`src/rtl/shift_rows_pipe.sv`:
```
// shift_rows_pipe: pipelined ShiftRows / InvShiftRows for Rijndael states of NB columns.
// The byte permutation sits in front of stage 0; later stages are elastic registers.
module shift_rows_pipe #(
    parameter int NB     = 4,
    parameter int STAGES = 2,
    parameter int TAG_W  = 4
) (
    input  logic               clk,
    input  logic               rst_n,
    input  logic               flush,
    input  logic               in_valid,
    output logic               in_ready,
    input  logic               in_inv,
    input  logic [32*NB-1:0]   in_data,
    input  logic [TAG_W-1:0]   in_tag,
    output logic               out_valid,
    input  logic               out_ready,
    output logic [32*NB-1:0]   out_data,
    output logic [TAG_W-1:0]   out_tag,
    output logic               busy
);
    localparam int W = 32 * NB;

    if (!(NB == 4 || NB == 6 || NB == 8)) begin : g_bad_nb
        $error("shift_rows_pipe: NB must be 4, 6 or 8");
    end
    if (STAGES < 1 || STAGES > 4) begin : g_bad_stages
        $error("shift_rows_pipe: STAGES must be in 1..4");
    end

    // Rijndael row offsets: wide (NB = 8) blocks skip 2 in rows 2 and 3.
    function automatic int row_shift(input int r);
        return (NB == 8 && r >= 2) ? r + 1 : r;
    endfunction

    function automatic int src_col(input int r, input int c, input logic inv);
        return inv ? (c + NB - row_shift(r)) % NB : (c + row_shift(r)) % NB;
    endfunction

    logic [W-1:0]      xf;
    logic [STAGES-1:0] v_q;
    logic [W-1:0]      data_q [STAGES];
    logic [TAG_W-1:0]  tag_q  [STAGES];
    logic [STAGES-1:0] ld;
    logic [STAGES-1:0] src_v;
    logic [W-1:0]      src_data [STAGES];
    logic [TAG_W-1:0]  src_tag  [STAGES];

    always_comb begin
        xf = '0;
        for (int r = 0; r < 4; r++) begin
            for (int c = 0; c < NB; c++) begin
                xf[W-1-8*(r+4*c) -: 8] = in_data[W-1-8*(r+4*src_col(r, c, in_inv)) -: 8];
            end
        end
    end

    // A stage can load if empty or if its content leaves this same cycle.
    always_comb begin
        ld = '0;
        ld[STAGES-1] = !v_q[STAGES-1] || out_ready;
        for (int i = STAGES - 2; i >= 0; i--) begin
            ld[i] = !v_q[i] || ld[i+1];
        end
    end

    always_comb begin
        src_v       = '0;
        src_v[0]    = in_valid;
        src_data[0] = xf;
        src_tag[0]  = in_tag;
        for (int i = 1; i < STAGES; i++) begin
            src_v[i]    = v_q[i-1];
            src_data[i] = data_q[i-1];
            src_tag[i]  = tag_q[i-1];
        end
    end

    always_ff @(posedge clk or negedge rst_n) begin
        if (!rst_n) begin
            v_q <= '0;
            for (int i = 0; i < STAGES; i++) begin
                data_q[i] <= '0;
                tag_q[i]  <= '0;
            end
        end else if (flush) begin
            v_q <= '0;
        end else begin
            for (int i = 0; i < STAGES; i++) begin
                if (ld[i]) begin
                    v_q[i] <= src_v[i];
                    if (src_v[i]) begin
                        data_q[i] <= src_data[i];
                        tag_q[i]  <= src_tag[i];
                    end
                end
            end
        end
    end

    assign in_ready  = ld[0] || flush;
    assign out_valid = v_q[STAGES-1];
    assign out_data  = data_q[STAGES-1];
    assign out_tag   = tag_q[STAGES-1];
    assign busy      = |v_q;

endmodule
```
`config.mk`:
```
export PLATFORM = sky130hd
export DESIGN_NAME = shift_rows_pipe
export DESIGN_NICKNAME = d
export VERILOG_FILES = /design/src/rtl/shift_rows_pipe.sv
export SDC_FILE = /design/constraint.sdc
export NUM_CORES = 1
export LEC_CHECK = 0
export ABC_AREA = 1
export ABC_CLOCK_PERIOD_IN_PS = 1500
export BUFFER_PORTS_ARGS = -buffer_cell sky130_fd_sc_hd__buf_2
export CORE_ASPECT_RATIO = 0.75
export CORE_MARGIN = 4
export CORE_UTILIZATION = 50
export CTS_CLUSTER_DIAMETER = 50
export DETAILED_ROUTE_END_ITERATION = 10
export PLACE_DENSITY = 0.75
export SYNTH_ARGS = -nofsm -noshare
export SYNTH_HDL_FRONTEND = slang
export SYNTH_SLANG_ARGS = --single-unit
```
`constraint.sdc`:
```
create_clock -name clk -period 1.5 [get_ports clk]
set_clock_uncertainty 0.1 [all_clocks]
set_input_delay 0.075 -clock clk [delete_from_list [all_inputs] [get_ports clk]]
set_output_delay 0.075 -clock clk [all_outputs]
set_load 0.05 [all_outputs]
```
==> flow_summary.ini <==
[sta]
timing.setup.tns_ps = -57.19
timing_max_transition_violations_final = 0
rsz0062_at_grt = yes
finalCriticalPeriod_ps = 1536
timing.slew.headroom = 0.6510
pin_slew_with_the_least_headroom_to_its_limit_ps = 523.5
post-route-worst-setup-slack_ps = -35.93
timing.final.crit_share = 1.024
finalSetupViolations = 2
fin_hold_ws_ps = -14.36
finalHoldViolCount = 1
clock.fmax_mhz = 651.1

[global_route]
grt_max_degree = 89
first_global_vias = 10953
grt_pass1_wl_mm = 56.93
grtUsageTotal = 0.2597
grt_remaining_overflow = 0
grt_antenna_before_repair = 2

[logic_synthesis]
register_area_share_after_synthesis = 0.5551
count_of_warnings_emitted_by_yosys = 0
synth_ff_type = dfrtp_1
synth_enable_flop_cells = 0
postSynth.asyncResetShare = 1.000
synth_most_common_cell = nand2_1
post_syn_area_sq_mm = 0.01199
syn_area_per_cell_sq_um = 8.107
synth_area_leader_cell = dfrtp_1
synth_area_leaders = dfrtp_1 56%, nand2_1 27%, buf_4 8.1%, nand3_1 5.5%, buf_2 1.6%
synth_net_count = 1617
synth_commonest_cells = 856 x nand2_1, 266 x dfrtp_1, 132 x nand3_1
synth_cells = 1479
post_synth_num_cell_types = 16
postSynthRegisterBits = 266
yosysTopAreaCellShare = 0.5551

[route]
detailroute.via_count = 10988
maxUsedRoutingLayer = met4
route.detailed.wl_per_inst_um = 16.99
routed_wire_length_on_met3_mm = 2.968
drt-total-wl_mm = 36.17
detailroute.wirelength.met2_mm = 17.17
drt-met1-wl_mm = 14.66
antenna_violating_nets_remaining = 0
detail_route.first_pass.iterations = 5
routed_via_density = 5.161
route.detailed.drc = 0
drt_iter0_drc = 902

[critical_path]
cp_data_arrival_time_ps = 1360
start_kind = flop
reg2reg_depth = 6
worstSetupPathType = flop to output port
critPathCaptureType = output port
timing.rr.end = data_q[221]
critical_path_required_ps = 1320
reg2reg_setup_slack_ps = 50
r2r_start = v_q[1]
critPathMaxFanout = 4

[die]
core_sq_mm = 0.02330
initial_core_util = 0.5146
die_w_um = 186.8
fp.dieArea_sq_mm = 0.02655
die_y_um = 142.1
ioPinCount = 273
total_number_of_placement_rows = 48

[cts]
clock_sink_count = 266
worstSkewPairLatency_ps = 530
tritoncts = done
cts_made_buffers = 28
cts_buffer_depth = 3
cts_root_buffer = clkbuf_16
htree_levels = 1
cts.clk_slew.worst_paths_ps = 60

[run_status]
run_status = complete, but fails checks
failed_checks = hold timing, setup timing

[pwr]
power-per-cell-area_mw_per_mm2 = 1384
peakVddDrop_uv = 1031
total_leakage_power_nw = 9.089

[worst_hold_path]
min_to = data_q[210]
min_delay_path_depth = 6
worstHoldStart = in_valid
timing.hold.worst.class = input pin to flop

[placement]
pre_cts_slack_ps = 99.53
gpl.final_weighted_congestion = 0.8569
place.port_buffers = 272
dp_hpwl_mm = 20.62

[finish]
number_of_nets_in_the_layout = 1943
drive_above_1_share = 0.2178
flow.area_growth_from_synthesis_pct = 33.88

[job]
max-cap-violations = 0
## repair_timing
action | in CTS | in global routing
buffers inserted | 3 | 7
hold buffers | 170 | 0
endpoints found under the hold margin | 400 | 0
gates resized for setup | 10 | 9
setup endpoints to repair | 2 | 129
cloned | 0 | 12
pin swaps | 2 | 6
## per-layer routing
layer  GRT usage  up-vias
met5           0        -
met4     0.09763        0
met3     0.05370      103
met2      0.4396      574
met1      0.3355     5230
li1            -     5081
## stage by stage
stage	cells	total power [mW]	area, sq um	hold slack (ps)	util
after floorplan	1479	14.30	11990	-320.6	-
after detailed placement	1884	15.07	13010	-21.73	0.5583
after CTS	2109	22.13	15650	-9.818	0.6716
after global placement	1884	14.96	13010	-33.99	0.5583
after global routing	2129	23.21	16050	13.39	0.6889
final	2129	22.22	16050	-14.36	0.6889
## state kept, by name, summed over array words and instances (netlist names)
name	count
out_tag	4
src_tag	4
data_q	128
out_data	128
v_q	2
## report_power, final
group	switching [mW]	leakage [nW]	internal [mW]
Combinational	4.64	5.28	1.77
Sequential	0.761	3.37	8.42
Clock	2.88	0.442	3.75
## logic make-up after synthesis
family / count (synthesis) / share of synthesized area
DFF: 266 / 0.5551
and+or+nand+nor: 995 / 0.3268
buffers and inverters: 217 / 0.1176
AOI/OAI and AO/OA: 1 / 0.0004170
## area by class of cell
| cell class | instances | area [sq um] |
|---|---|---|
| Sequential cell | 266 | 6658 |
| Clock inverter | 14 | 85.08 |
| Multi-Input combinational cell | 996 | 3975 |
| Timing Repair Buffer | 507 | 4133 |
| Inverter | 6 | 22.52 |
| Antenna cell | 2 | 5.005 |
| Fill cell | 1710 | 7249 |
| Clock buffer | 38 | 799.5 |
| Tap cell | 300 | 375.4 |
## worst max-delay path: stages, from the launching register on
cell and delay [ps]:
dfrtp_2 380, inv_1 70, nor2_4 130, nand2_2 100, buf_6 160
## placed cells by master, fill, tap and decap left out
master	netlist	final
nand2_1	856	854
buf_2	38	268
dfrtp_1	266	265
dlygate4sd3_1	0	169
nand3_1	132	132
clkbuf_16	0	40
buf_4	130	28
buf_12	0	23
clkinv_2	0	10
clkbuf_1	34	5
clkbuf_8	0	4
buf_8	0	4
inv_2	3	3
inv_1	3	3
nor2_4	0	3
buf_16	0	3
diode_2	0	2
nand2_2	2	2
clkinvlp_4	0	2
or2_4	0	1
nand3_4	0	1
nand2_8	0	1
nand2_4	0	1
o21ai_0	1	1
inv_6	0	1
inv_8	0	1
buf_6	8	1
dfrtp_2	0	1
## worst max path at each step
stage / from / to
CTS: v_q[0] / busy
floorplan: v_q[1] / data_q[206]
global placement: v_q[1] / out_data[71]
finish: v_q[1] / in_ready
detailed placement: v_q[1] / out_data[79]
global route: v_q[1] / in_ready
Note: power is estimated with default switching activity, not from simulation.
